[config.mk]
export PLATFORM = sky130hd
export DESIGN_NAME = w_ingress
export DESIGN_NICKNAME = d
export VERILOG_FILES = /design/src/rtl/w_ingress_pkg.sv /design/src/rtl/w_skid_buf.sv /design/src/rtl/w_ingress.sv
export SDC_FILE = /design/constraint.sdc
export NUM_CORES = 1
export LEC_CHECK = 0
export CAP_MARGIN = 0
export CORE_AREA = 2 2 85 87
export DETAILED_ROUTE_END_ITERATION = 8
export DIE_AREA = 0 0 87 89
export PLACE_DENSITY = 0.74
export SLEW_MARGIN = 20
export SYNTH_ARGS = -nofsm -noshare
export SYNTH_HDL_FRONTEND = slang
export SYNTH_HIERARCHICAL = 1
export SYNTH_SLANG_ARGS = --single-unit
[constraint.sdc]
create_clock -name wclk -period 1.65 [get_ports wclk]
set_input_delay 0.33 -clock wclk [delete_from_list [all_inputs] [get_ports wclk]]
set_output_delay 0.33 -clock wclk [all_outputs]
set_load 0.03 [all_outputs]
[src/rtl/w_ingress_pkg.sv]
// Shared types and constants for the write-domain ingress stage.
// The occupancy enum is used by the skid buffer; the saturation constant is sliced by the top.
package w_ingress_pkg;

  typedef enum logic [1:0] {
    EMPTY = 2'd0,
    ONE   = 2'd1,
    TWO   = 2'd2
  } occ_t;

  // Widest supported statistics counter; narrower counters take the low bits.
  localparam int CNT_MAX_W = 32;
  localparam logic [CNT_MAX_W-1:0] CNT_SAT_ALL = '1;

endpackage

[src/rtl/w_skid_buf.sv]
// Two-entry skid buffer between the producer stream and the write-pointer controller.
// s_ready and winc are registered, so wfull has no combinational path to s_ready.
module w_skid_buf
  import w_ingress_pkg::*;
#(
  parameter int DATASIZE = 8
) (
  input  logic                wclk,
  input  logic                wrst_n,
  input  logic                s_valid,
  input  logic [DATASIZE-1:0] s_data,
  output logic                s_ready,
  input  logic                wfull,
  output logic                winc,
  output logic [DATASIZE-1:0] wdata,
  output logic                push,
  output logic                pop
);

  occ_t                state_reg;
  logic [DATASIZE-1:0] head_reg;
  logic [DATASIZE-1:0] tail_reg;
  logic                ready_reg;
  logic                winc_reg;

  assign push    = s_valid && ready_reg;
  assign pop     = winc_reg && !wfull;
  assign s_ready = ready_reg;
  assign winc    = winc_reg;
  assign wdata   = head_reg;

  // ready_reg mirrors (state != TWO) and winc_reg mirrors (state != EMPTY).
  always_ff @(posedge wclk or negedge wrst_n) begin
    if (!wrst_n) begin
      state_reg <= EMPTY;
      head_reg  <= '0;
      tail_reg  <= '0;
      ready_reg <= 1'b1;
      winc_reg  <= 1'b0;
    end else begin
      case (state_reg)
        EMPTY: begin
          if (push) begin
            head_reg  <= s_data;
            state_reg <= ONE;
            winc_reg  <= 1'b1;
          end
        end
        ONE: begin
          if (push && !pop) begin
            tail_reg  <= s_data;
            state_reg <= TWO;
            ready_reg <= 1'b0;
          end else if (push && pop) begin
            head_reg <= s_data;
          end else if (pop) begin
            state_reg <= EMPTY;
            winc_reg  <= 1'b0;
          end
        end
        TWO: begin
          if (pop) begin
            head_reg  <= tail_reg;
            state_reg <= ONE;
            ready_reg <= 1'b1;
          end
        end
        default: begin
          state_reg <= EMPTY;
          ready_reg <= 1'b1;
          winc_reg  <= 1'b0;
        end
      endcase
    end
  end

endmodule

[src/rtl/w_ingress.sv]
// Write-domain ingress: skid buffer feeding the write-pointer controller,
// plus wrapping accepted-word and saturating full-stall statistics.
module w_ingress
  import w_ingress_pkg::*;
#(
  parameter int DATASIZE = 8,
  parameter int CNTW     = 16
) (
  input  logic                wclk,
  input  logic                wrst_n,
  input  logic                s_valid,
  input  logic [DATASIZE-1:0] s_data,
  output logic                s_ready,
  input  logic                wfull,
  output logic                winc,
  output logic [DATASIZE-1:0] wdata,
  input  logic                clr_stats,
  output logic [CNTW-1:0]     wr_words,
  output logic [CNTW-1:0]     stall_cycles
);

  localparam logic [CNTW-1:0] STALL_SAT = CNT_SAT_ALL[CNTW-1:0];

  logic            push;
  logic            pop;
  logic [CNTW-1:0] words_reg;
  logic [CNTW-1:0] stall_reg;

  w_skid_buf #(
    .DATASIZE(DATASIZE)
  ) u_skid (
    .wclk   (wclk),
    .wrst_n (wrst_n),
    .s_valid(s_valid),
    .s_data (s_data),
    .s_ready(s_ready),
    .wfull  (wfull),
    .winc   (winc),
    .wdata  (wdata),
    .push   (push),
    .pop    (pop)
  );

  // A clear wins over a same-cycle increment; that increment is dropped.
  always_ff @(posedge wclk or negedge wrst_n) begin
    if (!wrst_n) begin
      words_reg <= '0;
      stall_reg <= '0;
    end else if (clr_stats) begin
      words_reg <= '0;
      stall_reg <= '0;
    end else begin
      if (pop) begin
        words_reg <= words_reg + 1'b1;
      end
      if (winc && wfull && (stall_reg != STALL_SAT)) begin
        stall_reg <= stall_reg + 1'b1;
      end
    end
  end

  assign wr_words     = words_reg;
  assign stall_cycles = stall_reg;

  // A word accepted into an empty buffer is offered to the controller on the next cycle.
  a_push_to_winc: assert property (@(posedge wclk) disable iff (!wrst_n)
    (push && !winc) |=> winc);

endmodule

# Yosys cells after proc, flatten, opt, wreduce, memory -nomap -nowiden
# Cells that the tools add are included.
# word_totals
elab_cells	63
ff_bits	52
out_inout_bits	42
inputBits	13
# op_classes
reduce_logical	17
addsub	2
eq_ne	12
n_bitwise	2
n_mux	23
# ops
op	count
$mux 16	4
$add 16x1->16 const B	2
$mux 8	4
$pmux 8 s3	1
$ne 16x16->1 const B	1
$mux 2	5
$ne 2x1->1 const B	5
$reduce_and 5->1	2
$logic_and 1x1->1	6
$mux 1	6
$pmux 1 s3	2
$pmux 2 s3	1
$ne 2x2->1 const B	2
$reduce_and 4->1	1
$reduce_bool 2->1	2
$ne 3x1->1 const B	1
$ne 3x2->1 const B	1
$reduce_and 3->1	1
$reduce_bool 3->1	1
$eq 2x1->1 const B	1
$eq 2x2->1 const B	1
$logic_not 1->1	2
$logic_not 2->1	1
$not 1->1	2
$reduce_and 2->1	1

# Longest topological paths before layout
# depth
word_depth	6
mapped_depth	7
ltp_nobuf	5

# Hierarchy
# Netlist, hierarchy kept.
# modules_own_cells
mod	cells_each	seq_area_each_um2	instances	area_per_inst_um2
w_ingress	179	800.8	1	1710.4
w_skid_buf	66	501.7	1	917.1

# Least setup slack after synthesis
# OpenSTA, ideal clock, no wires.
# synth_timing
path_kind	register to register
start	register u_skid.winc_reg, in the netlist u_skid/winc
end	register words_reg[15], in the netlist wr_words[15]
t_required_ns	1.572
n_path_buf	2
arrival_ns	1.957
synth_period_minus_slack_ns	2.035
setup_slack_ns	-0.385
setup_time_ns	0.078
stages_incl_launch_ff	8
path_cell_list	dfrtp_1 > nor2b_1 > buf_2 > and4_1 > clkbuf_1 > nand3_1 > or3_1 > a21oi_1
# synth_between
elab_chain_cells	2
# synth_lines
element	line_no	source
start, declared	w_skid_buf.sv:24	logic winc_reg;
start signal, assigned	w_skid_buf.sv:39	winc_reg <= 1'b0;
start signal, assigned	w_skid_buf.sv:46	winc_reg <= 1'b1;
start signal, assigned	w_skid_buf.sv:58	winc_reg <= 1'b0;
$logic_and 1x1->1	w_skid_buf.sv:27	assign pop = winc_reg && !wfull;
via pop	w_ingress.sv:25	logic pop;
$reduce_bool 2->1 (no source line)	--	
end signal, assigned	w_ingress.sv:54	words_reg <= words_reg + 1'b1;
end, declared	w_ingress.sv:26	logic [CNTW-1:0] words_reg;
# The timed path passes the listed nets, and every way through them passes these cells.
# A chain may end at the register's enable or synchronous reset.

# Worst setup path in the final report
# layout_timing
start	register stall_reg[1], in the netlist stall_cycles[1]
end	register stall_reg[10], in the netlist stall_cycles[10]
# layout_between
elab_chain_cells	3
word_cells_on_any_way	6
cone_classes	add/sub (1); eq/ne (1); mux (2); reduce/logical (2)
# layout_lines
element	line_no	source
start, declared	w_ingress.sv:27	logic [CNTW-1:0] stall_reg;
start signal, assigned	w_ingress.sv:57	stall_reg <= stall_reg + 1'b1;
$add 16x1->16 / $ne 16x16->1 (equally long branches)	w_ingress.sv:57, w_ingress.sv:56	
$mux 16 / $logic_and 1x1->1 (equally long branches)	w_ingress.sv:56	if (winc && wfull && (stall_reg != STALL_SAT)) begin
$mux 16 / $reduce_bool 2->1 (equally long branches)	--	
# Several ways; a longest one is shown, not always the timed one. The select of a mux whose other input is x is not followed.

==> flow_summary.yaml <==
global_routing:
  grt_max_degree: 53
  grt_pass1_wl_um: 10400
  grt_pass1_vias: 2256
  grt-ovfl-total: 0
  grtUsageTotal: 0.168
  antenna_found_initial: 0
clock_network:
  path_clk_slew_ns: 0.10
  cts_made_buffers: 5
  cts_tree: "built"
  htreeDepth: 2
  worstSkewPairLatency_ns: 0.30
  clock_sinks: 52
  clock-root-buffer: "clkbuf_8"
  clockBufferDepth: 2
  cts_hold_buf: 0
sta:
  timing.fmax_mhz: 603
  post-route-period-util: 1.00
  min_period_ns: 1.66
  worst_pin_slew_ns: 0.423
  setup_tns_ns: -0.00797
  fin_skew_ns: 0.00484
  slew_viol_final: 0
  grt_setup_unrepaired: "yes"
  finalHoldViolations: 0
  setup_viol: 1
  final.setup.worst_slack_ns: -0.00797
  relSlewSlack: 0.717
setup_path:
  path_buf_inv: 0
  start_kind: "flip-flop"
  cp.depth: 5
  crit_path_end_kind: "flip-flop"
  worstPathRequired_ns: 1.88
  crit_slowest_cell: "or4_4"
  critical_path_class: "flip-flop to flip-flop"
  path_delay_family: "simple AND/OR/NAND/NOR gates"
  crit_fanout: 4
  critPathMaxStageDelay_ns: 0.42
  worstPathCellList: "ha_4 -> nand4_4 -> or3_4 -> or4_4 -> a21oi_2"
  cp.arrival_ns: 1.89
  ff2ff_path_depth: 5
synthesis:
  synthAdderAreaFrac: 0.00952
  ys_seq_area_frac: 0.496
  syn_area_per_cell_sq_um: 10.7
  synth_edf_count: 0
  synth_xor_xnor_area_share: 0.0400
  synth_top_cell_by_area: "dfrtp_1"
  synth_common_cells: "51 x dfrtp_1, 24 x mux2_2, 17 x nor2_1, 14 x a21oi_1, 14 x o21ai_0"
  synthMuxAreaShare: 0.110
  yosys.cell_count.top_type: "dfrtp_1"
  synth_top_family_by_area: "simple AND/OR/NAND/NOR gates"
  netlist.area_leader.share: 0.486
  synth_cell_types: 49
  synthSimpleGateAreaFrac: 0.211
  ys_ff_latch: 52
  syn_inst: 245
  async_flop_share: 1.00
  synth_compound_area_frac: 0.105
  yosysWarnings: 6
  synth_area_sq_um: 2630
  synth_ff_type: "dfrtp_1"
  synth_area_leaders: "dfrtp_1 49%, mux2_2 10%, xor2_1 3.3%"
  synth_nets: 260
floorplanning:
  io_pins: 55
  die_h_um: 89
  die_w_um: 87
  fp-row-count: 30
  core_area_sq_um: 6720
  die_area_sq_um: 7740
  initial_core_util: 0.391
power_and_ir_drop:
  p_seq_frac: 0.495
  vdd_drop_max_uv: 626
  p_int_mw: 2.16
  power_frac_clock: 0.297
  pwr-share-comb: 0.208
  power.density_nw_per_um2: 787
  p_leak_nw: 1.81
  power.switching_mw: 0.881
  switching_share: 0.290
finish:
  layout.nets: 359
  stdcell_count: 425
  area_delta_synth_final_pct: 46.8
  num_antenna_cells: 0
  nFillCells: 574
  drive_gt1_frac: 0.400
place:
  dp.cells: 415
  place_congestion: 0.863
  dp_hpwl_um: 4450
  port_buffers: 54
drt:
  detail-route-antenna-nets: 0
  drtIter0Drc: 51
  drt_first_pass_iters: 4
  drcViolationCount: 0
  wire_per_inst_um: 14.9
  viasPerCell: 5.36
  drt_wl_total_um: 6320
  vias: 2276
outcome:
  failed_checks: "negative setup slack"
  outcome: "complete, but fails checks"
run:
  drv_cap: 0
min_path:
  hp-class: "input port to async pin"
-- through the flow --
stage | setup slack [ns] | utilization | cell area [sq um] | power (mW) | hold slack (ns)
final | -0.00797 | 0.574 | 3860 | 3.04 | 0.00170
after global routing | -0.0976 | 0.574 | 3860 | 3.18 | 0.0105
after CTS | -0.00524 | 0.556 | 3740 | 3.08 | 0.00666
after detailed placement | -0.450 | 0.546 | 3670 | 2.23 | 0.349
after global placement | -0.402 | 0.546 | 3670 | 2.22 | 0.347
after floorplan | -0.0939 | - | 2710 | 1.90 | 0.0344
-- cells in the final DEF, fill, tap and decap left out, drive strengths merged, types with 6 or more instances in the layout --
master         count
a21oi             14
buf               49
clkbuf             6
clkdlybuf4s50     10
dfrtp             51
dlygate4sd2       43
inv                9
mux2              24
nand2             13
nand3              9
nand4             11
nor2              17
o21ai             14
or3               11
or4                6
xor2              10
-- cell type report --
cell class                 count  area, sq um  share of cell area
clock buffer                   6         72.6              0.0188
multi-input combinational    175         1410               0.365
timing repair buffer         102          883               0.229
clock inverter                 2         38.8              0.0101
tap                           80          100              0.0259
sequential                    52         1330               0.344
inverter                       8         30.0             0.00778
-- path summary, 6_finish.rpt --
path / startpoint / to / slack, ns
worst max-delay path: stall_cycles[1]$_DFFE_PN0P_ / stall_cycles[10]$_DFFE_PN0P_ / -0.008
worst min-delay path: wrst_n / u_skid/wdata[1]$_DFFE_PN0P_ / 0.002
worst max register to register: stall_cycles[1]$_DFFE_PN0P_ / stall_cycles[10]$_DFFE_PN0P_ / -0.008
worst min register to register: u_skid/tail_reg[4]$_DFFE_PN0P_ / u_skid/tail_reg[4]$_DFFE_PN0P_ / 0.51
max in group asynchronous: wrst_n / u_skid/s_ready$_DFFE_PN1P_ / 1.36
min in group wclk: u_skid/tail_reg[4]$_DFFE_PN0P_ / u_skid/tail_reg[4]$_DFFE_PN0P_ / 0.51
-- routing by layer --
layer | vias to the layer above | global-route usage | share of wire
met5 | - | 0 | 0
met4 | 0 | 0.0384 | 0.0076
met3 | 4 | 0.0369 | 0.041
met1 | 1134 | 0.218 | 0.46
li1 | 1099 | - | -
met2 | 39 | 0.288 | 0.50
-- power groups by stage --
stage                     Sequential [mW]  Combinational (mW)  Clock (mW)
after floorplan                      1.72               0.173           0
after global placement               1.53               0.694           0
after detailed placement             1.53               0.704           0
after CTS                            1.51               0.635       0.936
after global routing                 1.53               0.678       0.969
final                                1.50               0.631       0.901
-- what timing repair did --
action / 4_1_cts / 5_1_grt
setup endpoints to repair: 65 / 26
buffers inserted: 1 / 2
pin swaps: 2 / 4
gates resized for setup: 45 / 24
-- logic make-up (layout without fill, tap and decap cells) --
| logic type | after synthesis | after routing |
|---|---|---|
| XOR/XNOR | 12 | 12 |
| multiplexers | 26 | 26 |
| flip-flops | 52 | 52 |
| AND/OR/NAND/NOR | 92 | 92 |
| adder cells (fa/ha/maj) | 2 | 2 |
| AO/OA/AOI/OAI | 43 | 43 |
| buffers and inverters | 18 | 118 |
Power figures use the tool's default switching activity.
